<file path="config.mk">
export PLATFORM = sky130hd
export DESIGN_NAME = rsa_engine_arbiter
export DESIGN_NICKNAME = d
export VERILOG_FILES = /design/src/rtl/rsa_engine_arbiter_pkg.sv /design/src/rtl/rsa_engine_arbiter_rr.sv /design/src/rtl/rsa_engine_arbiter.sv
export SDC_FILE = /design/constraint.sdc
export NUM_CORES = 1
export LEC_CHECK = 0
export ABC_CLOCK_PERIOD_IN_PS = 16110
export CAP_MARGIN = 20
export CORE_AREA = 2 2 166 168
export DETAILED_ROUTE_END_ITERATION = 12
export DIE_AREA = 0 0 168 170
export PLACE_DENSITY = 0.7
export SYNTH_ARGS = -nofsm -noshare
export SYNTH_HDL_FRONTEND = slang
export SYNTH_HIERARCHICAL = 1
export SYNTH_SLANG_ARGS = --single-unit
</file>
<file path="constraint.sdc">
create_clock -name clk -period 16.11 [get_ports clk]
set_clock_uncertainty 0.05 [all_clocks]
set_input_delay 3.222 -clock clk [delete_from_list [all_inputs] [get_ports clk]]
set_output_delay 3.222 -clock clk [all_outputs]
set_load 0.03 [all_outputs]
</file>
<file path="src/rtl/rsa_engine_arbiter_pkg.sv">
// ---------------------------------------------------------------------------
// rsa_engine_arbiter_pkg
// Shared constants for the RSA engine arbiter: default operand/key widths,
// the default per-job timeout and the FSM state encoding.
// ---------------------------------------------------------------------------
package rsa_engine_arbiter_pkg;

    localparam int DEF_RSA_WIDTH = 128;
    localparam int DEF_KEY_WIDTH = 32;
    localparam int DEF_TIMEOUT   = 65535;

    localparam int STATE_W = 3;

    localparam logic [STATE_W-1:0] S_IDLE   = 3'd0;
    localparam logic [STATE_W-1:0] S_LAUNCH = 3'd1;
    localparam logic [STATE_W-1:0] S_MASK   = 3'd2;
    localparam logic [STATE_W-1:0] S_RUN    = 3'd3;
    localparam logic [STATE_W-1:0] S_FINISH = 3'd4;

endpackage

</file>
<file path="src/rtl/rsa_engine_arbiter_rr.sv">
// ---------------------------------------------------------------------------
// rr_arbiter
// Round-robin selector. The search starts at the index after the last
// accepted winner (index 0 after reset).
//   clk, rst  : clock, asynchronous active-high reset
//   req_i     : one request bit per requester
//   accept_i  : the caller takes grant_o this cycle; advances the pointer
//   grant_o   : combinational one-hot winner (zero when req_i is zero)
// ---------------------------------------------------------------------------
module rr_arbiter #(
    parameter int NUM_REQ = 4
) (
    input  logic               clk,
    input  logic               rst,
    input  logic [NUM_REQ-1:0] req_i,
    input  logic               accept_i,
    output logic [NUM_REQ-1:0] grant_o
);

    localparam int PW = (NUM_REQ > 1) ? $clog2(NUM_REQ) : 1;

    logic [PW-1:0] ptr_q, ptr_d;

    always_comb begin
        int unsigned idx;
        logic        found;
        idx     = 0;
        found   = 1'b0;
        grant_o = '0;
        ptr_d   = ptr_q;
        for (int unsigned off = 0; off < NUM_REQ; off++) begin
            idx = (32'(ptr_q) + off) % NUM_REQ;
            if (!found && req_i[PW'(idx)]) begin
                found            = 1'b1;
                grant_o[PW'(idx)] = 1'b1;
                ptr_d            = PW'((idx + 1) % NUM_REQ);
            end
        end
    end

    always_ff @(posedge clk or posedge rst) begin
        if (rst) begin
            ptr_q <= '0;
        end else if (accept_i) begin
            ptr_q <= ptr_d;
        end
    end

endmodule

</file>
<file path="src/rtl/rsa_engine_arbiter.sv">
// ---------------------------------------------------------------------------
// rsa_engine_arbiter
// Shares one modular-exponentiation engine between NUM_REQ requesters.
// A job: arbitrate (IDLE) -> pulse engine reset (LAUNCH) -> ignore a
// possibly stale ready (MASK) -> wait for ready or timeout (RUN) ->
// pulse done to the owner (FINISH).
//   clk, reset   : clock, asynchronous active-high reset
//   req          : level request per requester, held until done
//   key_sel_in   : key select of requester i in slice i
//   grant        : one-hot owner of the engine
//   done         : one-cycle completion pulse to the owner
//   err          : with done, the job timed out
//   result       : last captured engine result
//   eng_key_sel  : key select driven to the engine
//   eng_reset    : engine reset (also high throughout reset)
//   eng_ready    : engine result valid
//   eng_c        : engine result
// ---------------------------------------------------------------------------
module rsa_engine_arbiter
    import rsa_engine_arbiter_pkg::*;
#(
    parameter int RSA_WIDTH = DEF_RSA_WIDTH,
    parameter int NUM_REQ   = 4,
    parameter int KEY_WIDTH = DEF_KEY_WIDTH,
    parameter int TIMEOUT   = DEF_TIMEOUT
) (
    input  logic                         clk,
    input  logic                         reset,
    input  logic [NUM_REQ-1:0]           req,
    input  logic [NUM_REQ*KEY_WIDTH-1:0] key_sel_in,
    output logic [NUM_REQ-1:0]           grant,
    output logic [NUM_REQ-1:0]           done,
    output logic                         err,
    output logic [RSA_WIDTH-1:0]         result,
    output logic [KEY_WIDTH-1:0]         eng_key_sel,
    output logic                         eng_reset,
    input  logic                         eng_ready,
    input  logic [RSA_WIDTH-1:0]         eng_c
);

    localparam int CNT_W = $clog2(TIMEOUT + 1);
    localparam logic [CNT_W-1:0] TMO_C = CNT_W'(TIMEOUT);

    logic [STATE_W-1:0]   state_q, state_d;
    logic [NUM_REQ-1:0]   grant_q, grant_d;
    logic [NUM_REQ-1:0]   done_q, done_d;
    logic                 err_q, err_d;
    logic [RSA_WIDTH-1:0] result_q, result_d;
    logic [KEY_WIDTH-1:0] key_q, key_d;
    logic [CNT_W-1:0]     cnt_q, cnt_d, cnt_inc;

    logic [NUM_REQ-1:0]   arb_gnt;
    logic                 arb_accept;
    logic [KEY_WIDTH-1:0] key_pick;

    rr_arbiter #(
        .NUM_REQ (NUM_REQ)
    ) u_rr (
        .clk      (clk),
        .rst      (reset),
        .req_i    (req),
        .accept_i (arb_accept),
        .grant_o  (arb_gnt)
    );

    // One-hot AND-OR select of the winner's key slice.
    always_comb begin
        key_pick = '0;
        for (int unsigned i = 0; i < NUM_REQ; i++) begin
            if (arb_gnt[i]) begin
                key_pick = key_pick | key_sel_in[i*KEY_WIDTH +: KEY_WIDTH];
            end
        end
    end

    // Counter value including the current RUN cycle, so the job times out
    // on RUN cycle number TIMEOUT.
    assign cnt_inc = cnt_q + CNT_W'(1);

    always_comb begin
        state_d    = state_q;
        grant_d    = grant_q;
        done_d     = '0;
        err_d      = err_q;
        result_d   = result_q;
        key_d      = key_q;
        cnt_d      = cnt_q;
        arb_accept = 1'b0;
        case (state_q)
            S_IDLE: begin
                if (|req) begin
                    arb_accept = 1'b1;
                    grant_d    = arb_gnt;
                    key_d      = key_pick;
                    state_d    = S_LAUNCH;
                end
            end
            S_LAUNCH: begin
                cnt_d   = '0;
                state_d = S_MASK;
            end
            S_MASK: begin
                state_d = S_RUN;
            end
            S_RUN: begin
                cnt_d = cnt_inc;
                // Ready takes priority over a coincident timeout.
                if (eng_ready) begin
                    result_d = eng_c;
                    err_d    = 1'b0;
                    done_d   = grant_q;
                    state_d  = S_FINISH;
                end else if (cnt_inc == TMO_C) begin
                    err_d   = 1'b1;
                    done_d  = grant_q;
                    state_d = S_FINISH;
                end
            end
            S_FINISH: begin
                grant_d = '0;
                err_d   = 1'b0;
                state_d = S_IDLE;
            end
            default: begin
                grant_d = '0;
                err_d   = 1'b0;
                state_d = S_IDLE;
            end
        endcase
    end

    always_ff @(posedge clk or posedge reset) begin
        if (reset) begin
            state_q  <= S_IDLE;
            grant_q  <= '0;
            done_q   <= '0;
            err_q    <= 1'b0;
            result_q <= '0;
            key_q    <= '0;
            cnt_q    <= '0;
        end else begin
            state_q  <= state_d;
            grant_q  <= grant_d;
            done_q   <= done_d;
            err_q    <= err_d;
            result_q <= result_d;
            key_q    <= key_d;
            cnt_q    <= cnt_d;
        end
    end

    assign grant       = grant_q;
    assign done        = done_q;
    assign err         = err_q;
    assign result      = result_q;
    assign eng_key_sel = key_q;
    // Reset reaches the engine combinationally so it follows reset directly.
    assign eng_reset   = reset | (state_q == S_LAUNCH);

endmodule

</file>
==> flow_summary.toml, run 1 <==
[global_route]
grt_use_total_pct = 19.1
grt_first_pass_wirelength_mm = 41.5
antenna_found_initial = 3
grt_max_degree = 125
grt_overflow = 0
first_global_vias = 7050

[cts]
post-cts-setup-buffer-count = 0
clockBufferDepth = 2
htree_levels = 4
postCtsHoldBufs = 0
insertion_delay_ns = 0.42
cts_tree = "built"
cts_resized = 0
clock-sinks = 190
cts-buffers-inserted = 17
clk_pin_slew_ns = 0.07
cts-root-buf = "clkbuf_16"

[pwr]
irDropWorstVdd_uv = 79.9
power.density_nw_per_um2 = 214
leakage_uw = 0.00545

[routing]
wl_per_cell_um = 19.6
wl_mm = 28.4
drc = 0
first_pass_iters = 4
postRouteAntennaNets = 0
via_per_inst = 4.95
drt-initial-drc-count = 469
vias = 7172

[yosys]
seq_area_frac_synth_pct = 56.2
synth-main-ff-cell = "dfrtp_1"
post-synth-top-area-cell = "dfrtp_1"
syn_inst = 684
synth_cell_type_count = 49
synth_edf_count = 0
synth_seq_cells = 190
synth_area_um2 = 8470
async_flop_share_pct = 100
synth_warnings = 6
syn_nets = 955
synth_area_leaders = "dfrtp_1 56%, mux2_2 17%, a22oi_1 6.0%"
synth_area_per_cell_um2 = 12.4
synth_top_area_share_pct = 56.2

[timing]
tns_ns = 0
relSlewSlack_pct = 26.8
drv_slew = 0
layout_worst_path_cycle_share_pct = 53.1
hold_viol_final = 0
rsz0062_at_grt = "false"
finalSetupViolCount = 0
max_freq_mhz = 117
period_minus_slack_ns = 8.55
tightest_slew_ns = 1.10

[worst_setup_path]
end_kind = "output pin"
path_cells = "clkdlybuf4s50_1 -> inv_8 -> o21ai_0 -> clkdlybuf4s50_1"
start_kind = "input pin"
r2r_cells = 9
path_max_fanout = 124
timing.rr.start = "u_rr/ptr_q[0]$_DFFE_PP0P_"
cp.required_ns = 12.84
slowest_stage = "clkdlybuf4s50_1"
r2r_end = "eng_key_sel[30]$_DFFE_PP0P_"
critical-path-max-stage-delay_ns = 0.64
crit_type = "input pin to output pin"
reg2reg_slack_ns = 12.34
crit_arrival_ns = 5.28
critical_path.most_common_cell = "clkdlybuf4s50_1"

[layout]
multiInputGateArea_um2 = 3490
fin_nets = 1362
drive_gt1_share_pct = 16.7
regArea_um2 = 4750
most-common-layout-cells = "432 x clkdlybuf4s50_1, 190 x dfrtp_1, 130 x mux2_2"
fill_cells = 2376
final_core_util_pct = 51.4
layout_commonest_cell = "clkdlybuf4s50_1"
area_delta_synth_final_pct = 61.9

[floorplanning]
fp.dieH_um = 170
core_um2 = 26700
pin_count = 433
die_w_um = 168
fp.dieArea_um2 = 28600
rows = 60
initial_core_util_pct = 31.8

[min_path]
hp-class = "flip-flop to flip-flop"
whs_path_depth = 1
hold_path.startpoint = "result[29]$_DFFE_PP0P_"
hold-path-endpoint = "result[29]$_DFFE_PP0P_"

[outcome]
status = "finished, final reports clean"

[placement]
dp_hpwl_mm = 21.4
io_buffers = 432
place.gp.congestion = 0.805

[flow_run]
maxCapViolCount = 0
==> layout make-up <==
type	count	share of cell area, %
well taps	341	3.11
clock buffers	17	3.10
inverters	7	0.246
flip-flops and latches	190	34.7
repair buffers	439	31.9
diodes	5	0.0913
clock inverters	15	1.33
multi-input cells	436	25.5
==> layer usage <==
layer	wire length [µm]	up-vias	GRT usage (%)
met5	0	-	0
met3	2190	21	5.77
li1	-	3351	-
met2	14300	323	33.5
met1	11400	3477	22.7
met4	463	0	5.63
==> per-stage QoR <==
step / hold WS (ns) / worst slack [ns] / power, µW / area, µm² / cells
2_1_floorplan: 0.443 / 3.93 / 1840 / 8470 / 684
3_3_place_gp: 0.436 / 7.51 / 2500 / 13100 / 1413
3_5_place_dp: 0.441 / 7.49 / 2530 / 13100 / 1413
4_1_cts: 0.460 / 7.48 / 2970 / 13700 / 1445
5_1_grt: 0.468 / 7.33 / 3090 / 13700 / 1446
6_report: 0.456 / 7.56 / 2940 / 13700 / 1450
==> cell usage after synthesis, types with 3 or more instances <==
| cell | instances |
|---|---|
| dfrtp_1 | 190 |
| mux2_2 | 130 |
| a22oi_1 | 68 |
| nor2_1 | 47 |
| clkbuf_1 | 41 |
| nand2_1 | 36 |
| a31oi_1 | 32 |
| o21ai_0 | 17 |
| nand3_1 | 13 |
| a21oi_1 | 11 |
| mux2i_1 | 9 |
| ha_1 | 8 |
| inv_1 | 7 |
| nor3_1 | 5 |
| o211ai_1 | 5 |
| buf_1 | 4 |
| buf_2 | 4 |
| mux4_2 | 4 |
| nand2b_1 | 4 |
| nor3b_1 | 4 |
| a41oi_1 | 3 |
| nor4_1 | 3 |
| o21bai_1 | 3 |
| o31ai_1 | 3 |
| or4_1 | 3 |
| xnor2_1 | 3 |
==> sequential cells by signal, indices dropped and copies added, names as in the netlist <==
| name | count |
|---|---|
| err | 1 |
| state_q | 3 |
| done | 4 |
| u_rr/ptr_q | 2 |
| eng_key_sel | 32 |
| cnt_q | 16 |
| result | 128 |
| grant | 4 |
==> cell families (layout without fill, tap and decap cells) <==
family / after synthesis / count (layout) / share of synthesized area (%)
other: 0 / 5 / 0
flip-flops: 190 / 190 / 56.2
adder cells (fa/ha/maj): 8 / 8 / 1.18
multiplexers: 143 / 143 / 19.4
buffers and inverters: 58 / 478 / 2.81
AND/OR/NAND/NOR: 127 / 127 / 7.12
AO/OA/AOI/OAI: 154 / 154 / 12.8
XOR/XNOR: 4 / 4 / 0.503
==> worst max-delay path, delay by kind of cell <==
| kind | cells | cell delay (ns) |
|---|---|---|
| buffers and inverters | 3 | 1.77 |
| AOI/OAI and AO/OA | 1 | 0.20 |
==> worst max-delay path by stage <==
stage	startpoint	end	cells past startpoint
after floorplan	reset	eng_reset	2
after global placement	reset	eng_reset	4
after detailed placement	reset	eng_reset	4
after CTS	reset	eng_reset	4
after global routing	reset	eng_reset	4
final	reset	eng_reset	4
==> where the power goes <==
group	internal [µW]	switching, µW	leakage, µW
Sequential	702	136	0.00228
Combinational	733	936	0.00287
Clock	213	217	0.000298
Power figures use the tool's default switching activity.
==> run 2: changes to the inputs <==
--- a/config.mk
+++ b/config.mk
@@ -5,12 +5,12 @@
 export SDC_FILE = /design/constraint.sdc
 export NUM_CORES = 1
 export LEC_CHECK = 0
-export ABC_CLOCK_PERIOD_IN_PS = 16110
+export ABC_CLOCK_PERIOD_IN_PS = 7500
 export CAP_MARGIN = 20
 export CORE_AREA = 2 2 166 168
 export DETAILED_ROUTE_END_ITERATION = 12
 export DIE_AREA = 0 0 168 170
-export PLACE_DENSITY = 0.7
+export PLACE_DENSITY = 0.73
 export SYNTH_ARGS = -nofsm -noshare
 export SYNTH_HDL_FRONTEND = slang
 export SYNTH_HIERARCHICAL = 1
==> constraint.sdc (replaced) <==
create_clock -name clk -period 7.5 [get_ports clk]
set_clock_uncertainty 0.05 [all_clocks]
set_input_delay 1.5 -clock clk [delete_from_list [all_inputs] [get_ports clk]]
set_output_delay 1.5 -clock clk [all_outputs]
set_load 0.03 [all_outputs]
==> run 2 against run 1 <==
Sequential power grew 110%. Sequential share of layout area barely moved. First-iteration DRC count decreased by 3.8%. Utilization is 0.066 points higher. Routed wire length fell by 4.8%. Sequential cell count unchanged. Critical endpoint unchanged. Critical path depth is the same. Register-to-register slack lost 8.4 ns. Worst hold slack got worse by 0.0012 ns.
==> flow_summary.toml, run 2 (synthesis results as in run 1) <==
[outcome]
status = "finished, final reports clean"

[cts]
clock-sinks = 190
cts-root-buf = "clkbuf_16"
htree_levels = 4
cts_tree = "built"
clk_pin_slew_ns = 0.07
cts-buffers-inserted = 17
post-cts-setup-buffer-count = 0
cts_resized = 0
insertion_delay_ns = 0.43
postCtsHoldBufs = 0
clockBufferDepth = 2

[placement]
place.gp.congestion = 0.855
dp_hpwl_mm = 20.0
io_buffers = 432
post-place-cells = 1414
place_area_um2 = 13100

[global_route]
grt_max_degree = 163
first_global_vias = 7156
grt_overflow = 0
antenna_found_initial = 2
grt_use_total_pct = 18.5
grt_first_pass_wirelength_mm = 40.8

[routing]
wl_mm = 27.0
first_pass_iters = 6
via_per_inst = 4.93
vias = 7143
postRouteAntennaNets = 0
drt-initial-drc-count = 451
wl_per_cell_um = 18.6
drc = 0

[worst_setup_path]
end_kind = "output pin"
cp.required_ns = 5.95
crit_type = "input pin to output pin"
start_kind = "input pin"
crit_arrival_ns = 3.58
path_max_fanout = 28

[timing]
tightest_slew_ns = 1.04
finalSetupViolCount = 0
max_freq_mhz = 195
tns_ns = 0
layout_worst_path_cycle_share_pct = 68.5
period_minus_slack_ns = 5.13
rsz0062_at_grt = "false"
hold_viol_final = 0
drv_slew = 0
relSlewSlack_pct = 30.8
timing.hold.ws_ns = 0.455

[layout]
layout_commonest_cell = "clkdlybuf4s50_1"
regArea_um2 = 4750
drive_gt1_share_pct = 16.8
fill_cells = 2340
most-common-layout-cells = "432 x clkdlybuf4s50_1, 190 x dfrtp_1, 130 x mux2_2"
largest_register_ffs = 128
final_cells = 1449
fin_nets = 1364
final_cell_area_um2 = 13700
multiInputGateArea_um2 = 3490
area_delta_synth_final_pct = 62.1

[pwr]
leakage_uw = 0.00545
power.total_uw = 6280
power.density_nw_per_um2 = 458
irDropWorstVdd_uv = 184

[floorplanning]
core_um2 = 26700
pin_count = 433
initial_core_util_pct = 31.8
rows = 60
die_w_um = 168
fp.dieArea_um2 = 28600
fp.dieH_um = 170

[flow_run]
maxCapViolCount = 0

[min_path]
hp-class = "flip-flop to flip-flop"
-- run 2: changes by cell type in the layout (fill, tap and decap cells not counted), sizes merged --
cell | previous run | this run
diode | 5 | 2
clkinvlp | 0 | 1
buf | 7 | 9
inv | 16 | 15
-- run 2: power by group --
group,internal [µW],switching (µW),leakage (µW)
Clock,457,480,0.000296
Combinational,1580,1970,0.00288
Sequential,1510,294,0.00228
-- run 2: per-layer routing --
layer  GRT usage [%]  up-vias  part of all wire (%)
met5               0        -                     0
met4            7.22        0                   3.0
met3            5.81       36                   8.2
met2            31.2      324                    49
met1            21.9     3443                    40
li1                -     3340                     -
-- run 2: worst max-delay path, stage by stage --
cell	delay, ns
clkdlybuf4s50_1	0.57
clkinvlp_4	0.55
o21ai_0	0.25
clkdlybuf4s50_1	0.71
-- run 2: layout make-up --
| class | instances | area share, % |
|---|---|---|
| sequential | 190 | 34.6 |
| inverter | 7 | 0.219 |
| antenna | 2 | 0.0365 |
| multi-input combinational | 436 | 25.5 |
| clock inverter | 15 | 1.31 |
| timing repair buffer | 441 | 32.1 |
| clock buffer | 17 | 3.10 |
| tap | 341 | 3.11 |
-- run 2: path summary, 6_finish.rpt --
kind,startpoint,endpoint,slack (ns),depth (start not counted)
hold / removal,result[105]$_DFFE_PP0P_,result[105]$_DFFE_PP0P_,0.45,1
hold reg to reg,result[105]$_DFFE_PP0P_,result[105]$_DFFE_PP0P_,0.45,1
setup reg to reg,u_rr/ptr_q[0]$_DFFE_PP0P_,eng_key_sel[8]$_DFFE_PP0P_,3.92,9
setup / recovery,reset,eng_reset,2.37,4
max in group asynchronous,reset,cnt_q[0]$_DFFE_PP0P_,4.49,3
min in group asynchronous,reset,u_rr/ptr_q[1]$_DFFE_PP0P_,1.30,2
-- run 2: through the flow --
step	util, %	worst slack (ns)
after global placement	49.2	2.33
after global routing	51.5	2.13
after detailed placement	49.2	2.28
after CTS	51.4	2.29
after floorplan	-	0.591
final	51.5	2.37
